===== src/rtl/dma_master_mc.sv =====
// Multi-channel DMA master: per-channel programmable transfers over the peripheral
// bus, round-robin arbitration onto the core DMA port, and a dma_ready history trace.
module dma_master_mc #(
    parameter logic [14:0] BASE_ADDR = 15'h00A0,
    parameter int          DEC_WD    = 5,
    parameter int          NCH       = 2,
    parameter int          TRACE_WD  = 16
) (
    input  logic                mclk,
    input  logic                puc_rst,
    input  logic [13:0]         per_addr,
    input  logic [15:0]         per_din,
    input  logic                per_en,
    input  logic [1:0]          per_we,
    output logic [15:0]         per_dout,
    output logic [14:0]         dma_addr,
    output logic [15:0]         dma_din,
    output logic                dma_en,
    output logic [1:0]          dma_we,
    output logic                dma_priority,
    output logic                dma_wkup,
    input  logic [15:0]         dma_dout,
    input  logic                dma_ready,
    input  logic                dma_resp,
    output logic                irq,
    output logic [TRACE_WD-1:0] trace
);

    localparam int CW = (NCH > 1) ? $clog2(NCH) : 1;
    localparam int OW = DEC_WD - 1;

    typedef enum logic [1:0] {S_IDLE, S_REQ, S_RDATA} state_t;

    state_t          r_state, w_state_next;
    logic [CW-1:0]   r_gnt, w_gnt_next;
    logic            r_trace_en;
    logic [TRACE_WD-1:0] r_trace;

    logic [15:0]     w_ch_addr [NCH];
    logic [15:0]     w_ch_data [NCH];
    logic [7:0]      w_ch_len  [NCH];
    logic [NCH-1:0]  w_ch_dir, w_ch_byte, w_ch_inc, w_ch_prio, w_ch_ie;
    logic [NCH-1:0]  w_ch_busy, w_ch_done, w_ch_err;
    logic [NCH-1:0]  w_gnt_oh, w_busy_after;

    logic            w_sel, w_wr, w_rd, w_wr_tctl;
    logic [OW-1:0]   w_woff;
    logic            w_g_dir, w_g_byte;
    logic            w_accept, w_err_ev, w_upd, w_fin;
    logic [CW-1:0]   w_rearb_gnt;

    // First set bit of mask strictly after 'last', wrapping; 'last' itself is lowest priority.
    function automatic logic [CW-1:0] rr_pick(input logic [NCH-1:0] mask, input logic [CW-1:0] last);
        logic [CW-1:0] pick;
        int idx;
        pick = last;
        for (int k = NCH; k >= 1; k--) begin
            idx = (int'(last) + k) % NCH;
            if (mask[idx]) pick = CW'(idx);
        end
        return pick;
    endfunction

    assign w_sel  = per_en & (per_addr[13:OW] == BASE_ADDR[14:DEC_WD]);
    assign w_woff = per_addr[OW-1:0];
    assign w_wr   = w_sel & (per_we != 2'b00);
    assign w_rd   = w_sel & (per_we == 2'b00);
    assign w_wr_tctl = w_wr & per_we[0] & (int'(w_woff) == 4*NCH + 1);

    assign w_g_dir  = w_ch_dir[r_gnt];
    assign w_g_byte = w_ch_byte[r_gnt];

    assign w_accept = (r_state == S_REQ) & dma_ready;
    assign w_err_ev = w_accept & dma_resp;
    assign w_upd    = (w_accept & ~dma_resp & ~w_g_dir) | (r_state == S_RDATA);
    assign w_fin    = w_err_ev | (w_upd & (w_ch_len[r_gnt] == 8'd0));

    assign w_busy_after = w_ch_busy & ~(w_fin ? w_gnt_oh : '0);
    assign w_rearb_gnt  = rr_pick(w_busy_after, r_gnt);

    for (genvar gi = 0; gi < NCH; gi++) begin : g_ch
        logic [15:0] r_addr_c, r_data_c;
        logic [7:0]  r_len_c;
        logic        r_dir_c, r_byte_c, r_inc_c, r_prio_c, r_ie_c;
        logic        r_busy_c, r_done_c, r_err_c;
        logic        w_wr_a, w_wr_d, w_wr_l, w_wr_c, w_upd_c, w_err_c;

        assign w_gnt_oh[gi] = (r_gnt == CW'(gi));
        assign w_wr_a  = w_wr & (int'(w_woff) == 4*gi);
        assign w_wr_d  = w_wr & (int'(w_woff) == 4*gi + 1);
        assign w_wr_l  = w_wr & (int'(w_woff) == 4*gi + 2);
        assign w_wr_c  = w_wr & (int'(w_woff) == 4*gi + 3);
        assign w_upd_c = w_upd & w_gnt_oh[gi];
        assign w_err_c = w_err_ev & w_gnt_oh[gi];

        always_ff @(posedge mclk or posedge puc_rst) begin
            if (puc_rst) begin
                r_addr_c <= '0;
                r_data_c <= '0;
                r_len_c  <= '0;
                r_dir_c  <= 1'b0;
                r_byte_c <= 1'b0;
                r_inc_c  <= 1'b0;
                r_prio_c <= 1'b0;
                r_ie_c   <= 1'b0;
                r_busy_c <= 1'b0;
                r_done_c <= 1'b0;
                r_err_c  <= 1'b0;
            end else begin
                if (!r_busy_c) begin
                    if (w_wr_a && per_we[0]) r_addr_c[7:0]  <= per_din[7:0];
                    if (w_wr_a && per_we[1]) r_addr_c[15:8] <= per_din[15:8];
                    if (w_wr_d && per_we[0]) r_data_c[7:0]  <= per_din[7:0];
                    if (w_wr_d && per_we[1]) r_data_c[15:8] <= per_din[15:8];
                    if (w_wr_l && per_we[0]) r_len_c        <= per_din[7:0];
                    if (w_wr_c && per_we[0]) begin
                        r_dir_c  <= per_din[1];
                        r_byte_c <= per_din[2];
                        r_inc_c  <= per_din[3];
                        r_prio_c <= per_din[4];
                        r_ie_c   <= per_din[5];
                    end
                end
                if (w_wr_c && per_we[1]) begin
                    if (per_din[9])  r_done_c <= 1'b0;
                    if (per_din[10]) r_err_c  <= 1'b0;
                end
                if (w_wr_c && per_we[0] && per_din[0] && !r_busy_c) begin
                    r_busy_c <= 1'b1;
                    r_done_c <= 1'b0;
                    r_err_c  <= 1'b0;
                end
                // Hardware updates come last so a same-cycle W1C cannot hide a completion.
                if (w_upd_c) begin
                    if (r_state == S_RDATA) r_data_c <= dma_dout;
                    if (r_inc_c) r_addr_c <= r_addr_c + (r_byte_c ? 16'd1 : 16'd2);
                    if (r_len_c == 8'd0) begin
                        r_busy_c <= 1'b0;
                        r_done_c <= 1'b1;
                    end else begin
                        r_len_c <= r_len_c - 8'd1;
                    end
                end
                if (w_err_c) begin
                    r_err_c  <= 1'b1;
                    r_done_c <= 1'b1;
                    r_busy_c <= 1'b0;
                end
            end
        end

        assign w_ch_addr[gi] = r_addr_c;
        assign w_ch_data[gi] = r_data_c;
        assign w_ch_len[gi]  = r_len_c;
        assign w_ch_dir[gi]  = r_dir_c;
        assign w_ch_byte[gi] = r_byte_c;
        assign w_ch_inc[gi]  = r_inc_c;
        assign w_ch_prio[gi] = r_prio_c;
        assign w_ch_ie[gi]   = r_ie_c;
        assign w_ch_busy[gi] = r_busy_c;
        assign w_ch_done[gi] = r_done_c;
        assign w_ch_err[gi]  = r_err_c;
    end

    always_ff @(posedge mclk or posedge puc_rst) begin
        if (puc_rst) begin
            r_state <= S_IDLE;
            r_gnt   <= CW'(NCH - 1);
        end else begin
            r_state <= w_state_next;
            r_gnt   <= w_gnt_next;
        end
    end

    always_comb begin
        w_state_next = r_state;
        w_gnt_next   = r_gnt;
        case (r_state)
            S_IDLE: begin
                if (|w_ch_busy) begin
                    w_gnt_next   = rr_pick(w_ch_busy, r_gnt);
                    w_state_next = S_REQ;
                end
            end
            S_REQ: begin
                if (dma_ready) begin
                    if (dma_resp || !w_g_dir) begin
                        w_state_next = (|w_busy_after) ? S_REQ : S_IDLE;
                        w_gnt_next   = w_rearb_gnt;
                    end else begin
                        w_state_next = S_RDATA;
                    end
                end
            end
            S_RDATA: begin
                w_state_next = (|w_busy_after) ? S_REQ : S_IDLE;
                w_gnt_next   = w_rearb_gnt;
            end
            default: w_state_next = S_IDLE;
        endcase
    end

    always_ff @(posedge mclk or posedge puc_rst) begin
        if (puc_rst) begin
            r_trace_en <= 1'b0;
            r_trace    <= '0;
        end else begin
            if (w_wr_tctl) r_trace_en <= per_din[0];
            if (w_wr_tctl && per_din[1]) r_trace <= '0;
            else if (r_trace_en)         r_trace <= {r_trace[TRACE_WD-2:0], dma_ready};
        end
    end

    always_comb begin
        per_dout = '0;
        if (w_rd) begin
            for (int c = 0; c < NCH; c++) begin
                if (int'(w_woff) == 4*c)     per_dout = w_ch_addr[c];
                if (int'(w_woff) == 4*c + 1) per_dout = w_ch_data[c];
                if (int'(w_woff) == 4*c + 2) per_dout = {8'h00, w_ch_len[c]};
                if (int'(w_woff) == 4*c + 3)
                    per_dout = {5'b0, w_ch_err[c], w_ch_done[c], w_ch_busy[c], 2'b0,
                                w_ch_ie[c], w_ch_prio[c], w_ch_inc[c], w_ch_byte[c], w_ch_dir[c], 1'b0};
            end
            if (int'(w_woff) == 4*NCH)     per_dout = 16'(r_trace);
            if (int'(w_woff) == 4*NCH + 1) per_dout = {15'b0, r_trace_en};
        end
    end

    assign dma_en       = (r_state == S_REQ);
    assign dma_addr     = w_ch_addr[r_gnt][15:1];
    assign dma_din      = w_g_byte ? {w_ch_data[r_gnt][7:0], w_ch_data[r_gnt][7:0]} : w_ch_data[r_gnt];
    assign dma_we       = (dma_en && !w_g_dir) ?
                          (w_g_byte ? (w_ch_addr[r_gnt][0] ? 2'b10 : 2'b01) : 2'b11) : 2'b00;
    assign dma_priority = (r_state != S_IDLE) & w_ch_prio[r_gnt];
    assign dma_wkup     = |w_ch_busy;
    assign irq          = |(w_ch_ie & (w_ch_done | w_ch_err));
    assign trace        = r_trace;

endmodule


===== config.mk =====
export PLATFORM = sky130hd
export DESIGN_NAME = dma_master_mc
export DESIGN_NICKNAME = d
export VERILOG_FILES = /design/src/rtl/dma_master_mc.sv
export SDC_FILE = /design/constraint.sdc
export NUM_CORES = 1
export LEC_CHECK = 0
export CORE_AREA = 2 2 162 132
export DETAILED_ROUTE_END_ITERATION = 7
export DIE_AREA = 0 0 164 134
export HOLD_SLACK_MARGIN = 0.08
export PLACE_DENSITY = 0.65
export SLEW_MARGIN = 30
export SYNTH_ARGS = -nofsm -noshare
export SYNTH_HDL_FRONTEND = slang
export SYNTH_SLANG_ARGS = --single-unit

===== constraint.sdc =====
create_clock -name mclk -period 6.9 [get_ports mclk]
set_input_delay 0.69 -clock mclk [delete_from_list [all_inputs] [get_ports mclk]]
set_output_delay 0.69 -clock mclk [all_outputs]
set_load 0.05 [all_outputs]

==> impl_metrics.yaml <==
run_status:
  outcome: "complete, no violations"
timing:
  slew_violations: 0
  rsz0062_at_grt: "no"
  fmax_mhz: 186.5
  fin_skew_ns: 0.01110
  maxSlewHeadroom_pct: 31.42
  min_period_over_period_pct: 77.71
  setup_viol: 0
  hold_viol: 0
  worst_slack_ns: 1.538
  period_needed_ns: 5.362
  hold_ws_ns: 0.5487
  tns_ns: 0
  worst_slew_pin_slew_ns: 1.022
floorplanning:
  initial_core_util_pct: 39.25
  ios: 122
  rows: 47
  die_h_microns: 134
  die_w_microns: 164
  dieArea_sq_mm: 0.02198
  core_area_sq_mm: 0.02041
cts:
  clockRootBuffer: "clkbuf_16"
  cts_resized: 0
  clkTransAtPathRegs_ns: 0.05
  clock_path_buffers: 2
  cts_buffers: 17
  clock_latency_ns: 0.42
  postCtsSetupBuffers: 0
  ctsHtreeMaxLevel: 4
  cts.sinks: 116
  hold_buffers: 0
  cts_tree: "done"
synthesis:
  syn_inst: 903
  synth_cell_types: 73
  yosysSeqAreaShare_pct: 36.26
  avgSynthCellArea_sq_um: 8.869
  synth.cell_area_sq_mm: 0.008009
  syn_nets: 970
  synth-seq-cells: 116
  synthFlopType: "dfrtp_1"
  ys_async_sr_fraction_pct: 100.0
  yosys_warnings: 0
  synth_edf_count: 0
worst_setup_path:
  path_cells: "clkdlybuf4s50_1 > buf_4 > nand2b_1 > nor2_1 > nor3_1 > nand4_1 > a2111oi_0 > clkdlybuf4s50_1"
  slowest_delay_ns: 0.94
  critPathKind: "primary input to output pin"
  crit_top_cell: "clkdlybuf4s50_1"
  cp.required_ns: 6.21
  cp_max_fo: 42
  cp_slowest_cell: "clkdlybuf4s50_1"
  path_buf_inv: 3
  critPathTopFamily: "buffers and inverters"
  critPathArrivalTime_ns: 4.67
  startpoint_type: "primary input"
  endpoint_kind: "output pin"
final_layout:
  drive_above_1_share_pct: 10.99
  fillCellCount: 1960
  finalNetCount: 1064
  stdcell_count: 1280
  syn_to_final_growth_pct: 25.43
detailed_routing:
  vias_per_cell: 6.224
  vias: 7967
  ant_nets: 0
  drc: 0
  drt-initial-drc-count: 1180
  wl_per_cell_microns: 23.19
  routed_wl_microns: 29680
  firstDrtPassIters: 8
global_routing:
  first_global_vias: 7077
  antenna_found_initial: 1
  track_usage_pct: 26.81
  grt_max_degree: 65
  grt_pass1_wl_microns: 44100
  grt_overflow_total: 0
place:
  gp_congestion: 0.9316
  placed_cells: 1247
  dpl.hpwl_microns: 21980
  port_buffers: 121
  dp_worst_setup_slack_ns: 1.555
hold_path:
  hp-class: "flop to flop"
power:
  irDropWorstVdd_mv: 0.1487
  powerDensity_mw_per_mm2: 240.1
  leakage_nw: 4.177
  power_mw: 2.412
job:
  maxCapViolCount: 0
==> per-stage QoR <==
stage / instance area, sq um / utilization [%]
2_1_floorplan: 8009 / -
3_3_place_gp: 9395 / 46.04
3_5_place_dp: 9405 / 46.09
4_1_cts: 10040 / 49.20
5_1_grt: 10040 / 49.22
6_report: 10050 / 49.23
==> final cells by class <==
| type | instances | area (sq um) | share of cell area [%] |
|---|---|---|---|
| Tap cell | 269 | 336.6 | 3.350 |
| Clock inverter | 10 | 180.2 | 1.793 |
| Sequential cell | 116 | 2904 | 28.91 |
| Multi-Input combinational cell | 706 | 4790 | 47.68 |
| Clock buffer | 22 | 454.2 | 4.521 |
| Timing Repair Buffer | 130 | 1279 | 12.73 |
| Antenna cell | 1 | 2.502 | 0.02491 |
| Inverter | 26 | 100.1 | 0.9964 |
==> synth_stat cells, drive strengths merged (8+ instances only) <==
cell type / n / area (sq um)
dfrtp: 115 / 2878
nand2: 100 / 375.4
nor2: 84 / 315.3
mux2i: 74 / 740.7
o21ai: 71 / 355.3
a21oi: 63 / 319.1
mux2: 40 / 450.4
clkbuf: 34 / 127.6
inv: 26 / 97.59
nor3: 25 / 135.1
nand3: 22 / 110.1
buf: 21 / 108.9
nand4: 19 / 125.1
and3: 13 / 81.33
a22oi: 12 / 90.09
ha: 12 / 150.1
o221a: 12 / 135.1
a221o: 11 / 110.1
nand2b: 9 / 56.30
nor3b: 9 / 72.57
a31oi: 8 / 50.05
nor4: 8 / 71.32
==> final timing paths <==
| check | startpoint | end | slack, ns | depth (start not counted) |
|---|---|---|---|---|
| max in group asynchronous | puc_rst | g_ch[1].r_data_c[6] | 4.85 | 3 |
| min reg2reg | g_ch[1].r_inc_c | g_ch[1].r_inc_c | 0.55 | 1 |
| min | g_ch[1].r_inc_c | g_ch[1].r_inc_c | 0.55 | 1 |
| max | per_addr[1] | per_dout[4] | 1.54 | 8 |
| min in group asynchronous | puc_rst | g_ch[0].r_addr_c[4] | 0.80 | 2 |
| max reg2reg | r_state[1] | g_ch[1].r_addr_c[13] | 3.95 | 7 |
==> layout by cell type, fill, tap and decap left out, types with 4 or more instances in the layout <==
cell               n
a211oi_1           7
a21o_1             7
a21oi_1           62
a221o_1           11
a22o_1             6
a22oi_1           12
a31oi_1            8
and2_1             4
and3_1            13
and4_1             5
buf_4              9
bufinv_16          5
clkbuf_1           4
clkbuf_16         17
clkdlybuf4s50_1  121
dfrtp_1          115
ha_1              12
inv_1             25
mux2_2            40
mux2i_1           74
mux4_2             4
nand2_1          100
nand2b_1           9
nand3_1           22
nand4_1           18
nor2_1            82
nor2b_1            7
nor3_1            23
nor3b_1            8
nor4_1             6
o211ai_1           5
o21ai_0           59
o21ai_1           11
o221a_1            7
o221a_2            5
o22ai_1            7
o32ai_1            5
or3_1              7
==> state kept, by name, indices dropped and copies added (netlist names), 16 cells and up <==
register,cells
g_ch.r_len_c,16
g_ch.r_addr_c,32
g_ch.r_data_c,32
trace,16
==> logic make-up (layout without fill, tap and decap cells) <==
family | count (synthesis) | after routing | share of synthesized area (%)
and+or+nand+nor | 331 | 331 | 21.25
AOI/OAI and AO/OA | 243 | 243 | 19.95
muxes | 118 | 118 | 16.00
DFF | 116 | 116 | 36.26
buffers and inverters | 81 | 188 | 4.171
adders and majority gates | 14 | 14 | 2.375
other | 0 | 1 | 0
==> power by group <==
group          internal, mW  switching (mW)  total (mW)  leakage [nW]
combinational         0.246           0.315       0.561          2.39
clock                 0.648           0.318       0.966         0.304
sequential            0.740           0.144       0.884          1.48
==> per-layer routing <==
| layer | vias up | track usage (%) | wire (microns) |
|---|---|---|---|
| li1 | 3553 | - | - |
| met1 | 3882 | 41.41 | 13370 |
| met2 | 495 | 36.41 | 12210 |
| met3 | 37 | 7.823 | 3636 |
| met4 | 0 | 6.092 | 467 |
| met5 | - | 0 | 0 |
Power figures use the tool's default switching activity.
